$ cat src/rtl/mem_port_arbiter.sv
// Round-robin arbiter and fixed-latency sequencer for one shared memory port.
// Port 0 is instruction fetch and port 1 is data load/store. Every output is registered.

module mem_port_arbiter #(
   parameter int DATA_W = 32,
   parameter int LAT    = 2
) (
   input  logic              clk_i,
   input  logic              rst_i,
   input  logic              req0_i,
   input  logic              req1_i,
   input  logic              we1_i,
   input  logic [DATA_W-1:0] mem_rdata_i,
   output logic              sel_o,
   output logic              mem_en_o,
   output logic              mem_we_o,
   output logic              gnt0_o,
   output logic              gnt1_o,
   output logic              done0_o,
   output logic              done1_o,
   output logic [DATA_W-1:0] rdata_o,
   output logic              busy_o
);

   // Handshake: a requester raises reqN_i and holds it until it sees doneN_o.
   // Requests are only sampled in IDLE. A request still high after DONE starts a new access.
   typedef enum logic [1:0] {
      ST_IDLE   = 2'd0,
      ST_ACCESS = 2'd1,
      ST_DONE   = 2'd2
   } state_t;

   localparam logic [3:0] CNT_LOAD = 4'(LAT - 1);

   state_t              state_q;
   logic                last_q;
   logic [3:0]          cnt_q;
   logic                sel_q;
   logic                mem_en_q;
   logic                mem_we_q;
   logic                gnt0_q;
   logic                gnt1_q;
   logic                done0_q;
   logic                done1_q;
   logic                busy_q;
   logic [DATA_W-1:0]   rdata_q;

   logic                grant_vld_d;
   logic                grant_port_d;

   // On a tie the port that was not granted last wins.
   always_comb begin
      grant_vld_d  = req0_i | req1_i;
      grant_port_d = 1'b0;
      if (req0_i && req1_i) begin
         grant_port_d = ~last_q;
      end else if (req1_i) begin
         grant_port_d = 1'b1;
      end
   end

   always_ff @(posedge clk_i) begin
      if (!rst_i) begin
         state_q  <= ST_IDLE;
         last_q   <= 1'b1;
         cnt_q    <= 4'd0;
         sel_q    <= 1'b0;
         mem_en_q <= 1'b0;
         mem_we_q <= 1'b0;
         gnt0_q   <= 1'b0;
         gnt1_q   <= 1'b0;
         done0_q  <= 1'b0;
         done1_q  <= 1'b0;
         busy_q   <= 1'b0;
         rdata_q  <= '0;
      end else begin
         done0_q <= 1'b0;
         done1_q <= 1'b0;
         case (state_q)
            ST_IDLE: begin
               if (grant_vld_d) begin
                  state_q  <= ST_ACCESS;
                  sel_q    <= grant_port_d;
                  last_q   <= grant_port_d;
                  mem_we_q <= grant_port_d & we1_i;
                  mem_en_q <= 1'b1;
                  cnt_q    <= CNT_LOAD;
                  gnt0_q   <= ~grant_port_d;
                  gnt1_q   <= grant_port_d;
                  busy_q   <= 1'b1;
               end
            end
            ST_ACCESS: begin
               if (cnt_q == 4'd0) begin
                  state_q  <= ST_DONE;
                  mem_en_q <= 1'b0;
                  mem_we_q <= 1'b0;
                  done0_q  <= ~sel_q;
                  done1_q  <= sel_q;
                  // Memory data is valid in the last ACCESS cycle; writes keep the old word.
                  if (!mem_we_q) begin
                     rdata_q <= mem_rdata_i;
                  end
               end else begin
                  cnt_q <= cnt_q - 4'd1;
               end
            end
            ST_DONE: begin
               state_q <= ST_IDLE;
               gnt0_q  <= 1'b0;
               gnt1_q  <= 1'b0;
               busy_q  <= 1'b0;
            end
            default: begin
               state_q  <= ST_IDLE;
               mem_en_q <= 1'b0;
               mem_we_q <= 1'b0;
               gnt0_q   <= 1'b0;
               gnt1_q   <= 1'b0;
               busy_q   <= 1'b0;
            end
         endcase
      end
   end

   assign sel_o    = sel_q;
   assign mem_en_o = mem_en_q;
   assign mem_we_o = mem_we_q;
   assign gnt0_o   = gnt0_q;
   assign gnt1_o   = gnt1_q;
   assign done0_o  = done0_q;
   assign done1_o  = done1_q;
   assign rdata_o  = rdata_q;
   assign busy_o   = busy_q;

endmodule

$ cat config.mk
export PLATFORM = sky130hd
export DESIGN_NAME = mem_port_arbiter
export DESIGN_NICKNAME = d
export VERILOG_FILES = /design/src/rtl/mem_port_arbiter.sv
export SDC_FILE = /design/constraint.sdc
export NUM_CORES = 1
export LEC_CHECK = 0
export BUFFER_PORTS_ARGS = -buffer_cell sky130_fd_sc_hd__clkbuf_2
export CORE_ASPECT_RATIO = 1.25
export CORE_MARGIN = 2
export CORE_UTILIZATION = 50
export DETAILED_ROUTE_END_ITERATION = 8
export PLACE_DENSITY = 0.82
export SYNTH_ARGS = -nofsm -noshare
export SYNTH_HDL_FRONTEND = slang
export SYNTH_SLANG_ARGS = --single-unit
export TNS_END_PERCENT = 1
$ cat constraint.sdc
create_clock -name clk_i -period 5.1 [get_ports clk_i]
set_input_delay 0.765 -clock clk_i [delete_from_list [all_inputs] [get_ports clk_i]]
set_output_delay 0.765 -clock clk_i [all_outputs]
set_load 0.02 [all_outputs]
-- Word-level counts from Yosys, hierarchy flattened
Cells that the tools add are included.
- flip-flop bits (word level): 47
- input bits: 37
- logic and storage cells: 55
- reduce and logical (&&, ||, !) cells: 11
- bitwise gates (word level): 8
- add/subtract/negate cells: 1
- mux-type cells: 18
- eq/ne operators: 5
- operators with widths (kind ; number):
    AND reduction 3 bit ; 4
    two-way mux 4 bit ; 2
    one-hot mux 4 bit (2 select lines) ; 1
    two-way mux 1 bit ; 7
    inequality test 2 bit, second input constant ; 3
    inverter 1 bit ; 6
    one-hot mux 1 bit (2 select lines) ; 3
    one-hot mux 1 bit (3 select lines) ; 2
    AND reduction 2 bit ; 3
    zero test 4 bit ; 1
    two-way mux 2 bit ; 2
    one-hot mux 2 bit (2 select lines) ; 1
    subtractor 4 x 1 -> 4 bit, second input constant ; 1
    == test 2 x 1 -> 1 bit, second input constant ; 1
    == test 2 bit, second input constant ; 1
    zero test 2 bit ; 1
    nonzero test 2 bit ; 1
    AND 1 bit ; 1
    logical AND 1 bit ; 1
    bitwise OR 1 bit ; 1

-- Logic depth before layout (Yosys ltp)
- word-level depth: 5
- mapped depth: 7
- gate-level depth less buffers: 5

-- Worst setup path after synthesis
No wires, ideal clock.
- path type: input port to flip-flop
- start: input port rst_i
- end: register sel_q (netlist: sel_o)
- buffers on the path: 3
- required time: 5.041 ns
- stages: 4
- slack: 3.338 ns
- arrival time: 1.704 ns
- cells stage by stage: clkbuf_1 clkbuf_1 clkbuf_1 o221a_2
- RTL lines (element ; RTL line ; source):
    from (decl) ; 9 ; input logic rst_i,
    to (signal assigned) ; 83 ; sel_q <= grant_port_d;
    to (decl) ; 38 ; logic sel_q;
No word-level cell between the ends.

-- Worst setup path in the final report
- start: register cnt_q[0]
- end: register rdata_q[18] (netlist: rdata_o[18])
- word-level cells in the longest chain between the ends: 2
- RTL lines (element ; RTL line ; source):
    from (decl) ; 37 ; logic [3:0] cnt_q;
    from (signal assigned) ; 105 ; cnt_q <= cnt_q - 4'd1;
    zero test 4 bit ; 94 ; if (cnt_q == 4'd0) begin
    AND reduction 3 bit (no source line) ; -- ;
    to (signal assigned) ; 102 ; rdata_q <= mem_rdata_i;
    to (decl) ; 46 ; logic [DATA_W-1:0] rdata_q;
No other way between the ends.
A chain may end at the register's enable or synchronous reset.

==> results_dict.tcl <==
set metrics [dict create \
    antenna_found_initial 0 \
    core_area_mm2 0.003754 \
    synth_cell_types 33 \
    gp_congestion 0.7982 \
    synthesis.area_mm2 0.001953 \
    synth_fp_nets 252 \
    grt_max_degree 40 \
    remaining_drc_errors 0 \
    fp.dieArea_mm2 0.004425 \
    vdd_drop_max_mv 0.2282 \
    clkLatencyLatePin_ps 300 \
    ys_top_cells_by_area "dfxtp_1 (48%), mux2i_1 (16%), nand2_1 (13%)" \
    p_leak_nw 1.113 \
    max_slew_margin_pct 64.09 \
    use_met3_pct 8.451 \
    wl_per_cell_um 12.40 \
    min_to "rdata_o[2]" \
    cts.htree.levels 2 \
    use_met1_pct 24.15 \
    grt_pass1_wl_um 6824 \
    place_hpwl_um 2892 \
    clock_path_buffers 2 \
    worst_hold_path_type "flop to flop" \
    nNetsFinal 323 \
    yosys_warnings 0 \
    path_clk_slew_ps 90 \
    post-cts-setup-buffer-count 0 \
    hold_violations 0 \
    cp-start-kind "flop" \
    yosys.area.top_type "dfxtp_1" \
    die_w_um 59.90 \
    fp.dieH_um 73.88 \
    cp.required_ps 5320 \
    r2r_cells 6 \
    slew_viol_final 0 \
    r2r-start "cnt_q[0]" \
    whs_path_depth 2 \
    cp.arrival_ps 2270 \
    start_util_pct 52.03 \
    fin_ws_ps 3051 \
    ys_seq_area_share_pct 48.17 \
    top_usage_layer "met2" \
    crit_type "flop to flop" \
    diodes 0 \
    power_density_mw_per_mm2 377.3 \
    setup_viol 0 \
    cts.sinks 47 \
    post-place-ws_ps 2765 \
    rsz0062_at_grt "false" \
    final_cell_mix "clkbuf_2 (76), nand2_1 (67), dfxtp_1 (47)" \
    areaGrowthSynthToFinish_pct 24.15 \
    drive_gt1_share_pct 31.23 \
    syn_avg_cell_area_um2 9.170 \
    max_freq_mhz 488.1 \
    viasPerCell 5.138 \
    hp-start "rdata_o[2]" \
    post-route-period-util_pct 40.18 \
    end_kind "flop" \
    pin_count 77 \
    grt_pass1_vias 1596 \
    grt_use_met2_pct 32.37 \
    synth-seq-cells 47 \
    ctsRootBufferMaster "clkbuf_8" \
    design_area_mm2 0.002425 \
    track_usage_pct 20.08 \
    firstDrtPassIters 4 \
    portBuffers 76 \
    r2r_end "rdata_o[18]" \
    postCtsHoldBufs 0 \
    fin_tns_setup_ps 0 \
    numCtsBuffers 5 \
    skew_ps 7.730 \
    crit_path_max_fanout 32 \
    rrSetupSlack_ps 3050 \
    syn_inst 213 \
    synth_top_area_share_pct 48.17 \
    cts_tree "yes" \
    drv_cap 0 \
    outcome "finished, final reports clean" \
    dpl_cell_area_mm2 0.002303 \
    vias 1670 \
    detail-route-antenna-nets 0 \
    drtIter0Drc 66 \
    grt-ovfl-total 0 \
    cts_resized 0 \
    fp-row-count 25 \
    wirelength_um 4030 \
    layout.cells.most_common "clkbuf_2" \
    min_period_ps 2049 \
    tightest_slew_ps 538.6 \
]
-- worst max-delay path, cell delays in order, from the launching register on --
cell	delay, ps
dfxtp_1	340
inv_1	80
ha_1	170
or3b_1	480
nor3_4	150
buf_4	470
mux2i_1	270
-- metal layers --
metal  up-vias  wire (um)
met5         -          0
met4         0         19
met3         2        311
met2        53       1978
met1       765       1720
li1        850          -
-- sequential cells by signal, summed over array words and instances (netlist names) --
name,cells
done0_o,1
gnt0_o,1
busy_o,1
state_q,2
last_q,1
gnt1_o,1
done1_o,1
cnt_q,4
rdata_o,32
mem_we_o,1
mem_en_o,1
sel_o,1
-- worst max-delay path by stage --
stage	startpoint	cells past startpoint	to	slack (ps)
after floorplan	rst_i	4	sel_o	3340
after global placement	rst_i	5	done1_o	2810
after detailed placement	rst_i	5	done1_o	2770
after CTS	cnt_q[0]	6	rdata_o[18]	3050
after global routing	rst_i	5	done1_o	2880
final	cnt_q[0]	6	rdata_o[18]	3050
-- synthesized netlist by cell type --
cell and instances:
o22ai_1 2, nor2_1 2, nand2b_1 3, o21ai_0 2, a2bb2oi_1 1, a21oi_1 6
nor3_4 1, nor4_1 1, o21a_1 1, or3b_1 1, o21ba_2 1, and2_1 2
buf_6 1, nor3_1 1, buf_2 1, buf_8 3, nand3_1 4, nor3b_1 2
or2_1 1, o221ai_1 3, mux2i_1 32, o221a_2 1, clkbuf_1 9, a31oi_1 2
or3_1 2, inv_1 7, ha_1 2, dfxtp_1 47, o211ai_1 1, nor2b_1 1
nand2_1 67, nand3b_1 1, or4_1 2
-- cell families (layout without fill, tap and decap cells) --
family                   after synthesis  count (layout)  share of synthesized area, %
AO/OA/AOI/OAI                         20              20                         6.983
multiplexers                          32              32                         16.40
flip-flops                            47              47                         48.17
buffers and inverters                 21              93                         6.214
adder cells (fa/ha/maj)                2               2                         1.281
AND/OR/NAND/NOR                       91              91                         20.95
-- metrics by stage --
stage / utilization [%] / hold slack [ps] / cells / total power, mW
floorplan: - / 455.3 / 213 / 0.5877
global placement: 61.37 / 441.5 / 317 / 0.6325
CTS: 64.60 / 466.3 / 325 / 0.9228
global route: 64.60 / 477.2 / 325 / 0.9603
finish: 64.60 / 460.7 / 325 / 0.9150
detailed placement: 61.37 / 450.1 / 317 / 0.6372
-- power by group --
part / internal, mW / switching [mW] / total [mW]
logic: 0.0805 / 0.121 / 0.202
clock network: 0.161 / 0.125 / 0.287
registers: 0.403 / 0.0236 / 0.427
-- final cells by class --
class | count | area, um2
Timing Repair Buffer | 78 | 395.4
Clock buffer | 6 | 82.58
Inverter | 7 | 26.28
Sequential cell | 47 | 940.9
Multi-Input combinational cell | 145 | 890.9
Fill cell | 335 | 1329
Tap cell | 40 | 50.05
Clock inverter | 2 | 38.79
No activity file was read; power rests on OpenSTA's default activity.
